`src/rtl/div_repeated_sub.sv`:
```
// rtl/div_repeated_sub.sv - repeated-subtraction unsigned divider
// Optional feature macro: DIV_ZERO_DETECT_EN (early divide-by-zero exit with dz flag)

module div_pipo_reg #(
  parameter int WIDTH = 16
) (
  input  logic             clk,
  input  logic             rst_n,
  input  logic             ld,
  input  logic [WIDTH-1:0] d,
  output logic [WIDTH-1:0] q
);
  logic [WIDTH-1:0] data_q;
  logic [WIDTH-1:0] data_d;

  always_comb begin
    data_d = data_q;
    if (ld) data_d = d;
  end

  always_ff @(posedge clk) begin
    if (!rst_n) data_q <= '0;
    else        data_q <= data_d;
  end

  assign q = data_q;
endmodule

module div_repeated_sub #(
  parameter int WIDTH = 16
) (
  input  logic             clk,
  input  logic             rst_n,
  input  logic             start,
  input  logic [WIDTH-1:0] dividend,
  input  logic [WIDTH-1:0] divisor,
  output logic             busy,
  output logic             done,
  output logic [WIDTH-1:0] quotient,
  output logic [WIDTH-1:0] remainder,
  output logic             dz
);
  localparam logic [WIDTH-1:0] ONES = {WIDTH{1'b1}};

  typedef enum logic [1:0] {IDLE, LOAD, SUB, DONE} state_t;
  state_t state_q, state_d;

  logic             a_ld, b_ld, cnt_ld, res_ld;
  logic [WIDTH-1:0] a_d, b_d, cnt_d, quot_d, rem_d;
  logic [WIDTH-1:0] a_q, b_q, cnt_q;

  div_pipo_reg #(.WIDTH(WIDTH)) u_a    (.clk(clk), .rst_n(rst_n), .ld(a_ld),   .d(a_d),    .q(a_q));
  div_pipo_reg #(.WIDTH(WIDTH)) u_b    (.clk(clk), .rst_n(rst_n), .ld(b_ld),   .d(b_d),    .q(b_q));
  div_pipo_reg #(.WIDTH(WIDTH)) u_cnt  (.clk(clk), .rst_n(rst_n), .ld(cnt_ld), .d(cnt_d),  .q(cnt_q));
  div_pipo_reg #(.WIDTH(WIDTH)) u_quot (.clk(clk), .rst_n(rst_n), .ld(res_ld), .d(quot_d), .q(quotient));
  div_pipo_reg #(.WIDTH(WIDTH)) u_rem  (.clk(clk), .rst_n(rst_n), .ld(res_ld), .d(rem_d),  .q(remainder));

`ifdef DIV_ZERO_DETECT_EN
  logic dz_q, dz_d;
`endif

  always_comb begin
    state_d = state_q;
    a_ld    = 1'b0;
    a_d     = dividend;
    b_ld    = 1'b0;
    b_d     = divisor;
    cnt_ld  = 1'b0;
    cnt_d   = '0;
    res_ld  = 1'b0;
    quot_d  = cnt_q;
    rem_d   = a_q;
`ifdef DIV_ZERO_DETECT_EN
    dz_d    = dz_q;
`endif
    unique case (state_q)
      IDLE: begin
        if (start) begin
          a_ld    = 1'b1;
          b_ld    = 1'b1;
          state_d = LOAD;
        end
      end
      LOAD: begin
        cnt_ld  = 1'b1;
        state_d = SUB;
`ifdef DIV_ZERO_DETECT_EN
        if (b_q == '0) begin
          res_ld  = 1'b1;
          quot_d  = ONES;
          dz_d    = 1'b1;
          state_d = DONE;
        end
`endif
      end
      SUB: begin
        // Q saturates at all-ones so a zero divisor still terminates
        if (a_q >= b_q && cnt_q != ONES) begin
          a_ld   = 1'b1;
          a_d    = a_q - b_q;
          cnt_ld = 1'b1;
          cnt_d  = cnt_q + 1'b1;
        end else begin
          res_ld  = 1'b1;
`ifdef DIV_ZERO_DETECT_EN
          dz_d    = 1'b0;
`endif
          state_d = DONE;
        end
      end
      DONE: state_d = IDLE;
      default: state_d = IDLE;
    endcase
  end

  always_ff @(posedge clk) begin
    if (!rst_n) state_q <= IDLE;
    else        state_q <= state_d;
  end

`ifdef DIV_ZERO_DETECT_EN
  always_ff @(posedge clk) begin
    if (!rst_n) dz_q <= 1'b0;
    else        dz_q <= dz_d;
  end
  assign dz = dz_q;
`else
  assign dz = 1'b0;
`endif

  assign busy = (state_q != IDLE);
  assign done = (state_q == DONE);
endmodule
```
`config.mk`:
```
export PLATFORM = sky130hd
export DESIGN_NAME = div_repeated_sub
export DESIGN_NICKNAME = d
export VERILOG_FILES = /design/src/rtl/div_repeated_sub.sv
export SDC_FILE = /design/constraint.sdc
export NUM_CORES = 1
export LEC_CHECK = 0
export ABC_CLOCK_PERIOD_IN_PS = 3800
export BUFFER_PORTS_ARGS = -buffer_cell sky130_fd_sc_hd__buf_2
export CORE_MARGIN = 2
export CORE_UTILIZATION = 60
export CTS_BUF_LIST = sky130_fd_sc_hd__clkbuf_8
export DETAILED_ROUTE_END_ITERATION = 6
export PLACE_DENSITY = 0.83
export SYNTH_ARGS = -nofsm -noshare
export SYNTH_HDL_FRONTEND = slang
export SYNTH_HIERARCHICAL = 1
export SYNTH_SLANG_ARGS = --single-unit
export TNS_END_PERCENT = 5
```
`constraint.sdc`:
```
create_clock -name clk -period 3.8 [get_ports clk]
set_input_delay 0.76 -clock clk [delete_from_list [all_inputs] [get_ports clk]]
set_output_delay 0.76 -clock clk [all_outputs]
set_load 0.02 [all_outputs]
```
# --- After elaboration in Yosys (flattened, before gate mapping) ---
# Cells that the tools add are included.
totals:
  ff_bits: 82
  wordCells: 33
  in_bits: 35
classes:
  n_reduce_logical: 4
  add_sub_neg: 2
  order_cmp: 1
  muxes: 14
  eq_ne: 6
ops:
  columns: ["cell", "n"]
  rows:
  - ["$mux W16", 4]
  - ["$add A16 B1 Y16 const B", 1]
  - ["$ge A16 B16 Y1", 1]
  - ["$ne A16 B16 Y1 const B", 1]
  - ["$sub A16 B16 Y16", 1]
  - ["$pmux W2 S4", 1]
  - ["$mux W1", 5]
  - ["$eq A2 B2 Y1 const B", 2]
  - ["$mux W2", 2]
  - ["$ne A2 B2 Y1 const B", 2]
  - ["$pmux W1 S2", 2]
  - ["$eq A2 B1 Y1 const B", 1]
  - ["$logic_not A2 Y1", 1]
  - ["$reduce_and A2 Y1", 1]
  - ["$reduce_bool A2 Y1", 1]
  - ["$logic_and A1 B1 Y1", 1]

# --- Logic depth before layout (Yosys ltp) ---
# Gate-level depths: netlist of run 1.
logic_depth:
  ltp_word: 4
  mapped_depth: 13
  mapped_depth_nobuf: 11

# --- Modules after synthesis ---
# The synthesis of run 1 kept the hierarchy.
modules_own_cells:
  columns: ["mod", "instances", "cells_per_inst", "area_each_um2", "seq_area_each_um2"]
  rows:
  - ["div_pipo_reg", 5, 51, 615.6, 320.3]
  - ["div_repeated_sub", 1, 247, 1654.1, 40.0]

# --- Least setup slack after synthesis of run 1 ---
# Ideal clock, no wire load.
synth_timing:
  path_type: "reg2reg"
  from: "register u_a.data_q[0], in the netlist u_a/q[0]"
  to: "register u_a.data_q[11], in the netlist u_a/q[11]"
  stages_incl_launch_ff: 14
  setup_time_ns: 0.116
  n_path_buf: 3
  t_required_ns: 3.684
  t_arrival_ns: 2.352
  path_slack_ns: 1.332
  path_cell_list: "dfxtp_1 > inv_1 > ha_1 > fa_1 > nor2b_4 > o31a_4 > o211ai_2 > a31o_1 > buf_6 > nand2b_1 > buf_6 > buf_12 > mux2i_1 > nor2b_1"
synth_between:
  elab_chain_cells: 4
synth_lines:
  columns: ["element", "line", "source"]
  rows:
  - ["from (decl)", "13", "logic [WIDTH-1:0] data_q;"]
  - ["from (signal assigned)", "23", "else data_q <= data_d;"]
  - ["$ge A16 B16 Y1", "98", "if (a_q >= b_q && cnt_q != ONES) begin"]
  - ["$logic_and A1 B1 Y1", "98", null]
  - ["$mux W1", "98", null]
  - ["$pmux W1 S2", "76", "unique case (state_q)"]
  - ["via a_ld", "48", "logic a_ld, b_ld, cnt_ld, res_ld;"]
# The timed path passes the listed nets, and every way through them passes these cells.
# A chain may end at the register's enable or synchronous reset.

# --- Final worst setup path of run 1 ---
layout_timing:
  from: "register u_a.data_q[0], in the netlist u_a/q[0]"
  to: "register u_a.data_q[0], in the netlist u_a/q[0]"
# Same word-level chain as after synthesis.

==> results.txt, run 1 <==
----------------------------------------------------
[Yosys]
  Number of warning messages in the yosys log ... 6
  Distinct cells, synth ... 57
  FFs w/ async S/R, synth ... 0
  Cells after synthesis ... 502
  Number of enable flip-flop cells after synthesis ... 0
  Post-synthesis net count ... 559
  Syn avg cell area ... 9.43 µm²
  Proportion of netlist area held by the largest area contributor ... 0.347
  Ranking of synthesized cells by area ... dfxtp_1, mux2i_1, nor2b_1
  Post-synthesis instance area ... 0.00473 mm²
  Cell type with the highest aggregate area in the netlist ... dfxtp_1
  Share of the yosys chip area belonging to registers ... 0.347
  Flip-flop and latch count after synthesis ... 82
  Most common flop cell mapped by yosys ... dfxtp_1

[Routing]
  Via count normalized by instance count ... 5.50
  Total routed wirelength ... 10000 µm
  Post-detailed-route wirelength per cell ... 15.0 µm
  Remaining number of nets flagged by the antenna check after routing ... 0
  Count of TritonRoute iterations in the first routing pass ... 5
  Remaining DRCs ... 0
  Detailed router's first-iteration violation count ... 189
  Vias after detailed routing ... 3677

[Clocking]
  CTS tree ... done
  Clock insertion delay at the later pin of the skew report ... 0.36 ns
  Clk slew on worst S/H paths ... 0.09 ns
  Hold buffers post-CTS ... 0
  Number of resized instances in the post-cts repair step ... 0
  H-tree depth ... 3
  Inserted Clock Buffers ... 9
  CTS Root Cell ... clkbuf_8
  Clk sinks ... 82
  Largest buffer count on any clock path ... 2
  Post-CTS setup repair buffer count ... 0

[Critical path]
  Reg2reg setup slack ... 0.93 ns
  CP Class ... flop to flop
  Worst Setup End Kind ... flop
  Worst reg2reg path endpoint ... u_a/q[0]$_SDFFE_PN0P_
  Required time reported for the critical path endpoint ... 4.05 ns
  Length in cells of the worst reg-to-reg path ... 11
  WP data arrival ... 3.12 ns
  Maximum fanout encountered on the critical timing path ... 9
  CP startpoint kind ... flop
  Beginning of the worst register-to-register path ... u_a/q[0]$_SDFFE_PN0P_

[Floorplanning]
  Area of the core region ... 0.00769 mm²
  Effective utilization at floorplan ... 0.616
  Die X ... 92.8 µm
  Die area ... 0.00861 mm²
  I/O pin total ... 70
  Die height ... 92.8 µm
  Std cell rows ... 32

[Finish]
  # nets final ... 618
  FILL cells ... 621
  Proportion of layout cells with a drive suffix above 1 ... 0.182
  Antenna fix cells ... 0
  Post-layout utilization of the core ... 0.682
  Area Growth Syn to Fin ... 10.8%

[Timing]
  Total Negative Setup Slacks ... 0 ns
  Count of endpoints failing hold in the final timing report ... 0
  Max-slew violation count ... 0
  Largest clock skew in the final design ... 0.0107 ns
  F_max ... 348 MHz
  Slew at the pin closest to its max-slew limit ... 1.12 ns
  Setup-failing EPs final ... 0
  Worst max-slew margin expressed relative to the limit ... 0.252
  Final critical delay including setup and external delays ... 2.87 ns
  Unrepaired setup endpoints after global routing ... no
  Share of the clock period used by the worst path after layout ... 0.755

[Global route]
  GRT busiest layer ... met2
  Pin count of the biggest net entering global routing ... 84
  Initial antenna violation count ... 0
  Global routing usage on met1 ... 0.308
  M3 GR Usage ... 0.0570
  Tot GR Track Use ... 0.242
  Met2 global-route usage ... 0.407
  Wire length of the first global-routing pass ... 16700 µm
  Total global routing overflow ... 0
  Vias in the first global route ... 3541

[Hold path]
  Worst hold path endpoint ... state_q[1]$_SDFFE_PN0P_
  Path category of the worst min-delay check ... flop to flop
  Hold-critical path depth ... 2
  HP Start ... state_q[1]$_SDFFE_PN0P_

[Placement]
  Routability cong. ... 0.913
  IO Port Bufs ... 68
  Placed wire-length estimate after detailed placement ... 7030 µm

[Outcome]
  Outcome ... complete, no violations

[Job]
  Number of maximum-capacitance violations ... 0

[Power and ir drop]
  VDD IR-drop max ... 0.357 mV
  Power density relative to cell area ... 721 mW/mm²
  Leakage dissipation ... 2.10 nW

----------------------------------------------------
-- Yosys cell counts (all sizes together), types with 2 or more instances --
| cell type | count |
|---|---|
| inv | 22 |
| a211oi | 3 |
| nand2 | 32 |
| dfxtp | 82 |
| mux2i | 81 |
| xnor2 | 12 |
| buf | 19 |
| nand2b | 2 |
| a31o | 2 |
| and2 | 3 |
| and3 | 4 |
| a311o | 2 |
| a21o | 2 |
| clkbuf | 6 |
| ha | 21 |
| nand3 | 13 |
| o31ai | 4 |
| o31a | 3 |
| o21ai | 20 |
| o21a | 5 |
| a21oi | 14 |
| a31oi | 2 |
| nor2 | 25 |
| nand4 | 5 |
| o211ai | 3 |
| nor2b | 83 |
| nor3 | 2 |
| xor2 | 13 |
| nor3b | 2 |
-- layout by cell type, fill, tap and decap left out, drive strengths merged, types with 9 or more instances in the layout --
master	count
a21oi	14
buf	73
clkbuf	9
dfxtp	82
ha	21
inv	25
mux2i	81
nand2	32
nand3	13
nor2	25
nor2b	83
o21ai	20
xnor2	12
xor2	13
-- per-layer routing --
layer / wire length, µm / vias up
li1: - / 1836
met2: 4750 / 116
met4: 141 / 0
met1: 4570 / 1711
met5: 0 / -
met3: 533 / 14
-- flip-flops by register name, summed over array words and instances, names as in the netlist --
signal and cells:
u_cnt/q 16, u_rem/q 16, u_b/q 16, u_a/q 16
state_q 2, u_quot/q 16
-- critical path: stages (launching register included) --
cell and delay, ns:
dfxtp_1 0.37, inv_1 0.05, ha_1 0.25, fa_1 0.45, nor2b_4 0.14, o31a_4 0.16
o211ai_2 0.11, a31o_1 0.24, nand2b_1 0.38, buf_4 0.31, mux2i_1 0.23, nor2b_1 0.06
-- kinds of logic (layout without fill, tap and decap cells) --
logic type | after synthesis | in the layout | synth area share
buffers and inverters | 47 | 111 | 0.0682
muxes | 82 | 82 | 0.174
and+or+nand+nor | 174 | 174 | 0.203
adders and majority gates | 22 | 22 | 0.0598
other | 1 | 1 | 0.000792
AOI/OAI and AO/OA | 69 | 69 | 0.101
DFF | 82 | 82 | 0.347
xor gates and xnor gates | 25 | 25 | 0.0463
-- how the worst max path moves through the flow --
stage                                      from                endpoint  slack [ns]  depth (start not counted)
final                     u_a/q[0]$_SDFFE_PN0P_   u_a/q[0]$_SDFFE_PN0P_        0.93                         11
after global routing      u_a/q[0]$_SDFFE_PN0P_   u_a/q[6]$_SDFFE_PN0P_        0.78                         11
after CTS                 u_a/q[0]$_SDFFE_PN0P_   u_a/q[0]$_SDFFE_PN0P_        0.92                         11
after detailed placement  u_a/q[0]$_SDFFE_PN0P_   u_a/q[0]$_SDFFE_PN0P_        0.94                         11
after global placement    u_a/q[0]$_SDFFE_PN0P_   u_a/q[0]$_SDFFE_PN0P_        1.03                         11
after floorplan           u_a/q[0]$_SDFFE_PN0P_  u_a/q[11]$_SDFFE_PN0P_        1.33                         13
-- cell type report --
cell class	count	area [µm²]	area share
multi-input cells	373	2780	0.530
flip-flops and latches	82	1640	0.313
repair buffers	73	390	0.0744
well taps	102	128	0.0243
clock buffers	9	124	0.0236
clock inverters	7	98.8	0.0188
inverters	22	82.6	0.0157
-- metrics by stage --
| stage | instances | instance area [µm²] | worst slack [ns] | power (mW) | hold WS, ns |
|---|---|---|---|---|---|
| after global routing | 668 | 5240 | 0.777 | 4.03 | 0.547 |
| after detailed placement | 652 | 5020 | 0.935 | 3.05 | 0.497 |
| after global placement | 652 | 5020 | 1.03 | 2.99 | 0.480 |
| final | 668 | 5240 | 0.930 | 3.78 | 0.508 |
| after floorplan | 502 | 4730 | 1.33 | 2.78 | 0.468 |
| after CTS | 668 | 5240 | 0.916 | 3.76 | 0.509 |
-- report_power, final --
| part | internal [mW] | switching, mW |
|---|---|---|
| sequential | 0.970 | 0.0960 |
| clock | 0.376 | 0.339 |
| combinational | 0.883 | 1.12 |
| total | 2.23 | 1.55 |
Note: power is estimated with default switching activity, not from simulation.
==> run 2: changes to the inputs <==
- ABC_CLOCK_PERIOD_IN_PS: 3800 -> 2900
- CORE_UTILIZATION: 60 -> 59
- PLACE_DENSITY: 0.83 -> 0.82
- clock period: 3.8 -> 2.9 ns (I/O delays scaled with it)
==> run 2 against run 1 <==
Against the previous run: critical path depth is the same; register-to-register slack lost 0.76 ns; worst setup slack got worse by 0.76 ns; global-route usage fell by 0.32 points; combinational power rose by 36%; hold slack got worse by 0.035 ns; critical endpoint is now u_a/q[5]$_SDFFE_PN0P_.
==> results.txt, run 2 (synthesis gave the netlist of run 1 again) <==
----------------------------------------------------
[Timing]
  F_max ... 366 MHz
  Share of the clock period used by the worst path after layout ... 0.941
  Count of endpoints failing hold in the final timing report ... 0
  Setup-failing EPs final ... 0
  Final critical delay including setup and external delays ... 2.73 ns
  Unrepaired setup endpoints after global routing ... no
  Total Negative Setup Slacks ... 0 ns
  Largest clock skew in the final design ... 0.0111 ns
  Max-slew violation count ... 0

[Clocking]
  Post-CTS setup repair buffer count ... 0
  Hold buffers post-CTS ... 0
  CTS tree ... done
  Largest buffer count on any clock path ... 2
  CTS Root Cell ... clkbuf_8
  Number of resized instances in the post-cts repair step ... 0
  Clk sinks ... 82
  Clk slew on worst S/H paths ... 0.08 ns
  Inserted Clock Buffers ... 9
  H-tree depth ... 3
  Clock insertion delay at the later pin of the skew report ... 0.37 ns

[Floorplanning]
  Area of the core region ... 0.00777 mm²
  Die height ... 93.6 µm
  Die area ... 0.00875 mm²
  Std cell rows ... 32
  Die X ... 93.6 µm
  Effective utilization at floorplan ... 0.609
  I/O pin total ... 70

[Placement]
  IO Port Bufs ... 68
  Placed wire-length estimate after detailed placement ... 7330 µm
  Cell total after placement ... 659
  Routability cong. ... 0.905

[Global route]
  Vias in the first global route ... 3567
  Tot GR Track Use ... 0.239
  Total global routing overflow ... 0
  Pin count of the biggest net entering global routing ... 32
  Wire length of the first global-routing pass ... 16700 µm
  Initial antenna violation count ... 0

[Outcome]
  Outcome ... complete, no violations

[Critical path]
  WP data arrival ... 2.98 ns
  Worst Setup End Kind ... flop
  CP startpoint kind ... flop
  CP Class ... flop to flop
  Length in cells of the worst reg-to-reg path ... 11
  Chain of cells forming the critical path ... inv_1, ha_1, fa_1, nor2b_4, o31a_4, o211ai_2, a31o_1, nand2b_1, buf_4, mux2i_1, nor2b_1
  Maximum fanout encountered on the critical timing path ... 16
  CP max-delay cell ... fa_1
  Reg2reg setup slack ... 0.17 ns
  Critical path's largest stage delay ... 0.45 ns
  Required time reported for the critical path endpoint ... 3.15 ns

[Finish]
  # nets final ... 625
  Area of combinational cells with multiple inputs ... 0.00278 mm²
  Filler-free cell count of the finished design ... 675
  Area Growth Syn to Fin ... 12.0%
  FILL cells ... 650
  Proportion of layout cells with a drive suffix above 1 ... 0.194
  Leading cell type in the layout, fill and taps excluded ... dfxtp_1
  Post-layout utilization of the core ... 0.683
  Area used by sequential logic in the layout ... 0.00164 mm²
  Leading cell types in the layout, fill and taps excluded ... dfxtp_1, nor2b_1, mux2i_1
  Antenna fix cells ... 0

[Routing]
  Detailed router's first-iteration violation count ... 158
  Remaining DRCs ... 0
  Vias after detailed routing ... 3705
  Count of TritonRoute iterations in the first routing pass ... 4
  Remaining number of nets flagged by the antenna check after routing ... 0
  Post-detailed-route wirelength per cell ... 14.9 µm
  Via count normalized by instance count ... 5.49
  Total routed wirelength ... 10100 µm

[Job]
  Number of maximum-capacitance violations ... 0

[Power and ir drop]
  Power density relative to cell area ... 940 mW/mm²
  Total power after layout ... 4.98 mW
  Leakage dissipation ... 2.13 nW
  VDD IR-drop max ... 0.522 mV

[Hold path]
  Path category of the worst min-delay check ... input port to flop
  Hold-critical path depth ... 3

----------------------------------------------------
## run 2: stage by stage
step           area (µm²)  setup WS, ns  hold slack [ns]
2_1_floorplan        4730         0.432            0.468
3_3_place_gp         5090         0.276            0.483
3_5_place_dp         5090         0.196            0.502
4_1_cts              5300         0.154            0.467
5_1_grt              5300        0.0520            0.483
6_report             5300         0.170            0.473
## run 2: layout make-up
| class | instances | area share |
|---|---|---|
| inverters | 22 | 0.0156 |
| flip-flops and latches | 82 | 0.310 |
| clock inverters | 6 | 0.0137 |
| clock buffers | 10 | 0.0260 |
| repair buffers | 80 | 0.0859 |
| multi-input cells | 373 | 0.525 |
| well taps | 102 | 0.0241 |
## run 2: path summary, 6_finish.rpt
check,from,to
setup / recovery,u_a/q[0]$_SDFFE_PN0P_,u_a/q[5]$_SDFFE_PN0P_
hold / removal,divisor[9],u_b/q[9]$_SDFFE_PN0P_
setup reg to reg,u_a/q[0]$_SDFFE_PN0P_,u_a/q[5]$_SDFFE_PN0P_
hold reg to reg,u_quot/q[1]$_SDFFE_PN0P_,u_quot/q[1]$_SDFFE_PN0P_
## run 2: worst max-delay path, delay by kind of cell, from the launching register on
| kind | cells | cell delay (ns) |
|---|---|---|
| fa+ha+maj | 2 | 0.69 |
| compound gates | 3 | 0.58 |
| flops | 1 | 0.36 |
| buf+inv | 2 | 0.35 |
| simple gates | 3 | 0.32 |
| mux | 1 | 0.30 |
## run 2: layer usage
metal  wire [µm]  share of wire  vias to the layer above  track usage
li1            -              -                     1850            -
met1        4840           0.48                     1754        0.316
met2        4640           0.46                       81        0.377
met3         329          0.033                       20       0.0451
met4         267          0.026                        0        0.112
met5           0              0                        -            0
## run 2: report_power, final
part           total, mW  leakage (nW)  switching (mW)  internal [mW]
Sequential          1.40         0.666           0.125           1.27
Clock              0.871         0.103           0.441          0.430
Combinational       2.72          1.36            1.51           1.20
Total               4.98          2.13            2.08           2.90
